**src/rtl/matrix_frame_sched.sv**
```systemverilog
// ---------------------------------------------------------------------------
// matrix_frame_sched
//
// Drives an 8x8 LED matrix, one row at a time, from a four-frame pattern ROM.
// Each row occupies a slot of SCAN_DIV clock cycles. The first BLANK_CYC
// cycles of every slot are blanked so the row drivers can settle without
// ghosting. Two push keys select what is shown:
//   NEXT (key_in[0]) - in static mode, step to the next frame
//   MODE (key_in[1]) - toggle between static and animate mode
// In animate mode the frame advances on its own every FRAME_HOLD full scans.
// A new frame is only adopted at the row 7 -> row 0 boundary, so a scan
// never mixes rows from two different frames.
//
// Ports
//   clk       in   1  system clock, rising edge
//   rst       in   1  asynchronous active-high reset
//   key_in    in   2  raw keys, active-high, asynchronous (bit0 NEXT, bit1 MODE)
//   en        out  8  row enables, active-low one-hot (all high while blanked)
//   dataout   out  8  column data for the enabled row, active-high
//   frame_idx out  2  frame currently displayed
//   anim      out  1  1 = animate mode, 0 = static mode
// ---------------------------------------------------------------------------
module matrix_frame_sched #(
   parameter int SCAN_DIV   = 8192,
   parameter int BLANK_CYC  = 16,
   parameter int DEB_CYC    = 65536,
   parameter int FRAME_HOLD = 32
) (
   input  logic       clk,
   input  logic       rst,
   input  logic [1:0] key_in,
   output logic [7:0] en,
   output logic [7:0] dataout,
   output logic [1:0] frame_idx,
   output logic       anim
);

   localparam int CW = (SCAN_DIV > 1) ? $clog2(SCAN_DIV) : 1;
   localparam int DW = $clog2(DEB_CYC + 1);
   localparam int HW = (FRAME_HOLD > 1) ? $clog2(FRAME_HOLD + 1) : 1;

   localparam logic [CW-1:0] CNT_LAST  = CW'(SCAN_DIV - 1);
   localparam logic [CW-1:0] BLANK_END = CW'(BLANK_CYC);
   localparam logic [DW-1:0] DEB_LAST  = DW'(DEB_CYC - 1);
   localparam logic [HW-1:0] HOLD_LAST = HW'(FRAME_HOLD - 1);

   typedef enum logic [0:0] {
      ST_STATIC = 1'b0,
      ST_ANIM   = 1'b1
   } state_t;

   // Pattern ROM. Each frame is packed with row 0 in the least significant
   // byte so the row index selects an 8-bit lane directly.
   function automatic logic [7:0] rom_row(input logic [1:0] frame, input logic [2:0] row);
      logic [63:0] bits;
      case (frame)
         2'd0:    bits = 64'h3C42_8181_0066_6600;
         2'd1:    bits = 64'h8181_423C_0066_6600;
         2'd2:    bits = 64'h183C_7EFF_FF7E_3C18;
         2'd3:    bits = 64'h55AA_55AA_55AA_55AA;
         default: bits = 64'h0000_0000_0000_0000;
      endcase
      return bits[{row, 3'b000} +: 8];
   endfunction

   // ---------------------------------------------------------------------
   // Key conditioning: 2-flop synchronizer and debouncer per key
   // ---------------------------------------------------------------------
   logic [1:0]    sync1_r;
   logic [1:0]    sync2_r;
   logic [1:0]    deb_r;
   logic [DW-1:0] dcnt_r [2];
   logic [1:0]    press_s;

   // Synchronize the raw keys and debounce the synchronized level.
   always_ff @(posedge clk or posedge rst) begin
      if (rst) begin
         sync1_r <= 2'b00;
         sync2_r <= 2'b00;
         deb_r   <= 2'b00;
         for (int b = 0; b < 2; b++) begin
            dcnt_r[b] <= '0;
         end
      end else begin
         sync1_r <= key_in;
         sync2_r <= sync1_r;
         for (int b = 0; b < 2; b++) begin
            if (sync2_r[b] != deb_r[b]) begin
               // Accept the new level only after DEB_CYC consecutive
               // disagreeing cycles; any agreeing cycle restarts the run.
               if (dcnt_r[b] == DEB_LAST) begin
                  deb_r[b]  <= sync2_r[b];
                  dcnt_r[b] <= '0;
               end else begin
                  dcnt_r[b] <= dcnt_r[b] + DW'(1);
               end
            end else begin
               dcnt_r[b] <= '0;
            end
         end
      end
   end

   // A press is the single cycle in which the debounced level is about to
   // rise; acting on it in that same edge avoids a separate edge detector.
   always_comb begin
      press_s = 2'b00;
      for (int b = 0; b < 2; b++) begin
         if ((sync2_r[b] == 1'b1) && (deb_r[b] == 1'b0) && (dcnt_r[b] == DEB_LAST)) begin
            press_s[b] = 1'b1;
         end else begin
            press_s[b] = 1'b0;
         end
      end
   end

   // ---------------------------------------------------------------------
   // Row scan timing
   // ---------------------------------------------------------------------
   logic [CW-1:0] cnt_r;
   logic [2:0]    row_r;
   logic [CW-1:0] cnt_nxt_s;
   logic [2:0]    row_nxt_s;
   logic          scan_done_s;

   // Next slot position; the row advances when the slot counter wraps.
   always_comb begin
      cnt_nxt_s   = cnt_r;
      row_nxt_s   = row_r;
      scan_done_s = 1'b0;
      if (cnt_r == CNT_LAST) begin
         cnt_nxt_s = '0;
         row_nxt_s = row_r + 3'd1;
         if (row_r == 3'd7) begin
            scan_done_s = 1'b1;
         end else begin
            scan_done_s = 1'b0;
         end
      end else begin
         cnt_nxt_s = cnt_r + CW'(1);
      end
   end

   // Slot counter and row index registers.
   always_ff @(posedge clk or posedge rst) begin
      if (rst) begin
         cnt_r <= '0;
         row_r <= 3'd0;
      end else begin
         cnt_r <= cnt_nxt_s;
         row_r <= row_nxt_s;
      end
   end

   // ---------------------------------------------------------------------
   // Mode FSM, pending frame and hold counter
   // ---------------------------------------------------------------------
   state_t        state_r;
   state_t        state_nxt_s;
   logic [HW-1:0] hold_r;
   logic [HW-1:0] hold_nxt_s;
   logic [1:0]    pend_r;
   logic [1:0]    pend_nxt_s;
   logic [1:0]    frame_r;
   logic [1:0]    frame_nxt_s;

   // Next-state logic. MODE has priority, so a NEXT press arriving in the
   // same cycle is dropped.
   always_comb begin
      state_nxt_s = state_r;
      hold_nxt_s  = hold_r;
      pend_nxt_s  = pend_r;
      case (state_r)
         ST_STATIC: begin
            if (press_s[1]) begin
               state_nxt_s = ST_ANIM;
               hold_nxt_s  = '0;
            end else if (press_s[0]) begin
               pend_nxt_s = pend_r + 2'd1;
            end else begin
               pend_nxt_s = pend_r;
            end
         end
         ST_ANIM: begin
            if (press_s[1]) begin
               state_nxt_s = ST_STATIC;
               hold_nxt_s  = '0;
            end else if (scan_done_s) begin
               if (hold_r == HOLD_LAST) begin
                  hold_nxt_s = '0;
                  pend_nxt_s = pend_r + 2'd1;
               end else begin
                  hold_nxt_s = hold_r + HW'(1);
               end
            end else begin
               hold_nxt_s = hold_r;
            end
         end
         default: begin
            state_nxt_s = ST_STATIC;
            hold_nxt_s  = '0;
         end
      endcase
   end

   // The displayed frame only changes at the end of a complete scan and
   // takes the pending value as updated on that same edge.
   always_comb begin
      if (scan_done_s) begin
         frame_nxt_s = pend_nxt_s;
      end else begin
         frame_nxt_s = frame_r;
      end
   end

   // Mode state, hold counter, pending and displayed frame registers.
   always_ff @(posedge clk or posedge rst) begin
      if (rst) begin
         state_r <= ST_STATIC;
         hold_r  <= '0;
         pend_r  <= 2'd0;
         frame_r <= 2'd0;
      end else begin
         state_r <= state_nxt_s;
         hold_r  <= hold_nxt_s;
         pend_r  <= pend_nxt_s;
         frame_r <= frame_nxt_s;
      end
   end

   // ---------------------------------------------------------------------
   // Registered matrix outputs
   // ---------------------------------------------------------------------
   logic [7:0] en_r;
   logic [7:0] data_r;
   logic       anim_r;

   // Outputs are computed from the next slot position and next frame so
   // that en and dataout line up with the slot counter they describe and
   // change together on one edge.
   always_ff @(posedge clk or posedge rst) begin
      if (rst) begin
         en_r   <= 8'hFF;
         data_r <= 8'h00;
         anim_r <= 1'b0;
      end else begin
         if (cnt_nxt_s < BLANK_END) begin
            en_r   <= 8'hFF;
            data_r <= 8'h00;
         end else begin
            en_r   <= ~(8'd1 << row_nxt_s);
            data_r <= rom_row(frame_nxt_s, row_nxt_s);
         end
         anim_r <= (state_nxt_s == ST_ANIM);
      end
   end

   assign en        = en_r;
   assign dataout   = data_r;
   assign frame_idx = frame_r;
   assign anim      = anim_r;

endmodule

```
**config.mk**
```make
export PLATFORM = sky130hd
export DESIGN_NAME = matrix_frame_sched
export DESIGN_NICKNAME = d
export VERILOG_FILES = /design/src/rtl/matrix_frame_sched.sv
export SDC_FILE = /design/constraint.sdc
export NUM_CORES = 1
export LEC_CHECK = 0
export CORE_ASPECT_RATIO = 1.4
export CORE_MARGIN = 2
export CORE_UTILIZATION = 54
export CTS_CLUSTER_SIZE = 28
export DETAILED_ROUTE_END_ITERATION = 10
export PLACE_DENSITY = 0.81
export SETUP_SLACK_MARGIN = 0.05
export SKIP_LAST_GASP = 1
export SYNTH_ARGS = -nofsm -noshare
export SYNTH_HDL_FRONTEND = slang
export SYNTH_SLANG_ARGS = --single-unit
```
**constraint.sdc**
```tcl
create_clock -name clk -period 3.6 [get_ports clk]
set_input_delay 0.54 -clock clk [delete_from_list [all_inputs] [get_ports clk]]
set_output_delay 0.54 -clock clk [all_outputs]
set_load 0.1 [all_outputs]
```
==> flow_summary.rst <==
.. list-table::
   :header-rows: 1

   * - Metric
     - Value
   * - Outcome
     - finished, final reports clean
   * - Slew HR
     - 34.59%
   * - Highest clock rate
     - ~300 MHz
   * - Final count of hold timing violations
     - 0
   * - Cell accounting for the most synthesized area
     - dfrtp_1
   * - Layout area overhead
     - 12.78%
   * - Hold Path Class
     - reg2reg
   * - Unrepaired setup endpoints after global routing
     - no
   * - Power per Cell Area
     - between 300 and 400 nW/um^2
   * - Register bit count reported by yosys
     - a little over 80
   * - Setup slack of the most critical reg-to-reg path
     - approximately 230 ps
   * - DR vias/cell
     - 5.991
   * - Async set-reset flop share out of synthesis
     - 100.0%
   * - Final clock skew
     - about 15 ps
   * - Synth Net Count
     - 470
   * - CTS clk-pin slew, worst paths
     - approximately 80 ps
   * - Pin count of the biggest net entering global routing
     - between 40 and 50
   * - Maximum count of clock buffers along a single path
     - 2
   * - Fraction of synthesized cell area taken by the top area cell type
     - between 40 and 50%
   * - Area used by multi-input combinational logic
     - 2155 sq um
   * - Die Ht
     - 110.3 microns
   * - Switching share of total power
     - roughly 22%
   * - Largest stage delay on the critical path
     - roughly 410 ps
   * - Clock root cell
     - clkbuf_8
   * - Core region area
     - 7797 sq um
   * - Reg2reg end
     - dataout[2]
   * - Global-route wire length before repair
     - roughly 15 mm
   * - Kind of start point of the critical path
     - register
   * - Hold-fix buffers, CTS
     - 0
   * - Total CTS buffers
     - 9
   * - Depth of the CTS H-tree
     - 3
   * - Final standard cell area without fillers
     - 4915 sq um
   * - Share of the clock period used by the worst path after layout
     - about 93%
   * - Ports placed on the boundary
     - 23
   * - Endpoint arrival time on the critical path
     - approximately 3700 ps
   * - Reg area
     - around 2100 sq um
   * - Switching power
     - ~0.36 mW
   * - Std cell rows
     - 38
   * - Dpl hpwl
     - around 6 mm
   * - CTS tree
     - done
   * - FF-to-FF path depth
     - 14
   * - Endpoints failing setup
     - 0
   * - Per-instance average area after synthesis
     - 9.706 sq um
   * - Power share of the combinational group
     - under 10%
   * - Share of total power in sequential cells
     - 57.3%
   * - Worst path cell trace
     - ha_1 > and4b_1 > and4b_1 > and2_1 > o311a_1 > a21oi_1 > buf_4 > inv_1 > ha_2 > or2_2 > nor2_1 > a2bb2oi_1 > o221ai_1 > a21oi_1
   * - Count of input and output buffers
     - 22
   * - Number of violations of the max-capacitance limit
     - 0
   * - Total clock sinks
     - 83
   * - Hold depth
     - 0
   * - Source-to-sink clock delay at the later pin of the worst-skew pair
     - ~360 ps
   * - Count of unresolved DRC violations after routing
     - 0
   * - Initial DRT Pass Iterations
     - 5
   * - Fraction of the yosys area taken by sequential cells
     - a little under half
   * - Horizontal extent of the die
     - ~80 microns
   * - Worst vdd ir
     - ~0.22 mV
   * - All-Layer GR Usage
     - 21.32%
   * - Largest cells by area after synthesis
     - dfrtp_1 (43%), nor2_1 (5.3%), xor2_1 (5.0%), ha_1 (4.9%), dfstp_2 (4.8%)
   * - Part of the power in the clock network
     - between 40% and 50%
   * - Wire per inst
     - 14.89 microns
   * - Crit path time final
     - 3366 ps
   * - Routed WL
     - approximately 8.6 mm
   * - Synthesized-area fraction occupied by adder cells
     - 4.881%
   * - Post-CTS setup repair buffer count
     - 0
   * - Post-Synth Simple-Gate Area
     - around 22%
   * - Startpoint of the most critical register-to-register path
     - dcnt_r[0]
   * - Element type at the critical path end
     - register
   * - Yosys warns
     - 0
   * - Largest fanout on the critical path
     - 8
   * - P_leak
     - around 2.1 nW
   * - Post-DP Area
     - 4701 sq um
   * - Hold_sp
     - sync1_r[1]
   * - Crit path required time
     - around 3900 ps
   * - Mux share of post-synthesis cell area
     - 0.9475%
   * - Number of nets with antenna violations after detailed routing
     - 0
   * - Number of antenna violations at the first check in global routing
     - 0
   * - Share of post-route cells with drive strength above 1
     - 9.583%
   * - Nets
     - ~500
   * - Combinational family with the most area after synthesis
     - simple AND/OR/NAND/NOR gates
   * - Max-slew violation total from the final report
     - 0
   * - Parity-gate share of the synthesized area counting xor and xnor cells
     - ~7.6%
   * - Post-Synthesis Cells
     - roughly 450
   * - Setup tns final
     - 0 ps
   * - Internal power summed over all cells
     - between 1 and 1.5 mW
   * - Gp weighted congestion
     - between 0.8 and 0.9
   * - DRC marker count from the first detailed-route iteration
     - 248
   * - Diode count
     - 0
   * - Number of flops mapped to enable cells by yosys
     - 0
   * - Fraction of the mapped netlist area in compound gates
     - 13.12%
   * - Most used DFF post-synth
     - dfrtp_1
   * - Cell area after technology mapping
     - 4358 sq um
   * - Pin slew with the least headroom to its limit
     - about 980 ps
   * - Fillers
     - ~640
   * - Crit path max-delay cell type
     - dfrtp_1
   * - Full die area
     - 8815 sq um
   * - Type of the worst setup path
     - reg2reg
   * - Destination of the worst hold path
     - sync2_r[1]
   * - GRT overflow
     - 0
   * - Via count of the first global-routing pass
     - 3373
   * - Via Count
     - approximately 3500
   * - Netlist cell types
     - between 60 and 70
   * - Initial core utilization
     - a little under three fifths
[layer usage]
metal	vias up	wire length [microns]	track usage, %
met3	29	373	3.339
met1	1692	3423	24.57
met4	0	259	11.99
met5	-	0	0
met2	111	4580	37.50
li1	1643	-	-
[worst max-delay path by stage]
stage,end,cells after the start,slack (ps),start
finish,dataout[2],14,230,dcnt_r[0]
global route,dataout[2],14,60,dcnt_r[0]
CTS,dataout[2],14,130,hold_r[0]
detailed placement,dataout[2],14,150,hold_r[0]
global placement,dataout[2],15,380,deb_r[0]
floorplan,dataout[2],13,110,anim
[state kept, by name, indices dropped and copies added (netlist names)]
| name | cells |
|---|---|
| dcnt_r | 34 |
| sync2_r | 2 |
| dataout | 8 |
| pend_r | 2 |
| hold_r | 6 |
| cnt_r | 13 |
| anim | 1 |
| sync1_r | 2 |
| en | 8 |
| row_r | 3 |
| deb_r | 2 |
| frame_idx | 2 |
[logic make-up (layout without fill, tap and decap cells)]
kind of cell | after synthesis | after routing
adder cells (fa/ha/maj) | 17 | 17
multiplexers | 4 | 4
AND/OR/NAND/NOR | 193 | 193
buffers and inverters | 33 | 64
AO/OA/AOI/OAI | 81 | 81
flip-flops | 83 | 83
XOR/XNOR | 38 | 38
[placed cells by master, fill, tap and decap left out, types with 4 or more instances in the layout]
master           count
nor3b_1              4
and4_1               4
xor2_1              25
and3_1              15
o211ai_1             4
nand2b_1             4
dfrtp_1             74
dfstp_2              8
nor2_1              60
clkbuf_8            10
nand2_1             42
o21ai_0             14
nand3b_1             4
buf_4                6
a21oi_1             16
a41oi_1              4
nor3_1               7
clkdlybuf4s50_1     22
a211oi_1             7
or3_1                4
nand4_1              9
xnor2_1             13
ha_1                15
inv_1               16
nand3_1             23
[what timing repair did]
action | in CTS | in global routing
gates resized for setup | 0 | 6
hold endpoints to repair | 0 | 0
setup endpoints to repair | 0 | 5
[cells in the mapped netlist (all sizes together), types with 2 or more instances]
cell	instances
inv	19
nor3	7
buf	7
and3	15
a211o	2
nand4	10
and4b	2
xor2	25
nor3b	4
mux2i	3
a311o	2
o21ai	15
dfstp	8
o211ai	4
nor2	61
a311oi	2
dfrtp	75
a211oi	7
and2	4
a21oi	16
a31oi	3
nand3	24
and4	5
nand2	42
nor4	4
or3	4
o31ai	3
o221ai	2
xnor2	13
ha	17
a21o	3
clkbuf	7
o21bai	3
nand2b	4
o311a	2
a41oi	4
nand3b	4
a22oi	2
[power groups by stage]
stage	combinational, mW	clock, mW	sequential [mW]
global route	0.0519	0.713	0.947
finish	0.0441	0.661	0.946
detailed placement	0.0457	0	0.964
floorplan	0.0298	0	0.963
global placement	0.0442	0	0.963
CTS	0.0465	0.674	0.946
[metrics by stage]
| stage | utilization, % | setup slack, ps | hold WS, ps | cells | total power, mW |
|---|---|---|---|---|---|
| 2_1_floorplan | - | 106.4 | 331.2 | 449 | 0.9924 |
| 3_3_place_gp | 60.29 | 378.0 | 335.5 | 564 | 1.007 |
| 3_5_place_dp | 60.29 | 150.7 | 339.4 | 564 | 1.010 |
| 4_1_cts | 62.71 | 131.4 | 360.4 | 580 | 1.666 |
| 5_1_grt | 63.03 | 55.67 | 371.3 | 580 | 1.712 |
| 6_report | 63.03 | 234.4 | 358.6 | 580 | 1.651 |
[critical path, delay by kind of cell, from the launching register on]
kind / cells / cell delay [ps]
simple gates: 5 / 1100
fa+ha+maj: 2 / 480
buf+inv: 2 / 250
compound gates: 5 / 1040
flops: 1 / 410
[area by class of cell]
type | instances | share of cell area (%)
Clock inverter | 3 | 0.8147
Multi-Input combinational cell | 333 | 43.84
Tap cell | 100 | 2.546
Clock buffer | 13 | 3.030
Sequential cell | 83 | 42.49
Timing Repair Buffer | 29 | 5.804
Inverter | 19 | 1.477
(Power assumes the default switching activity.)
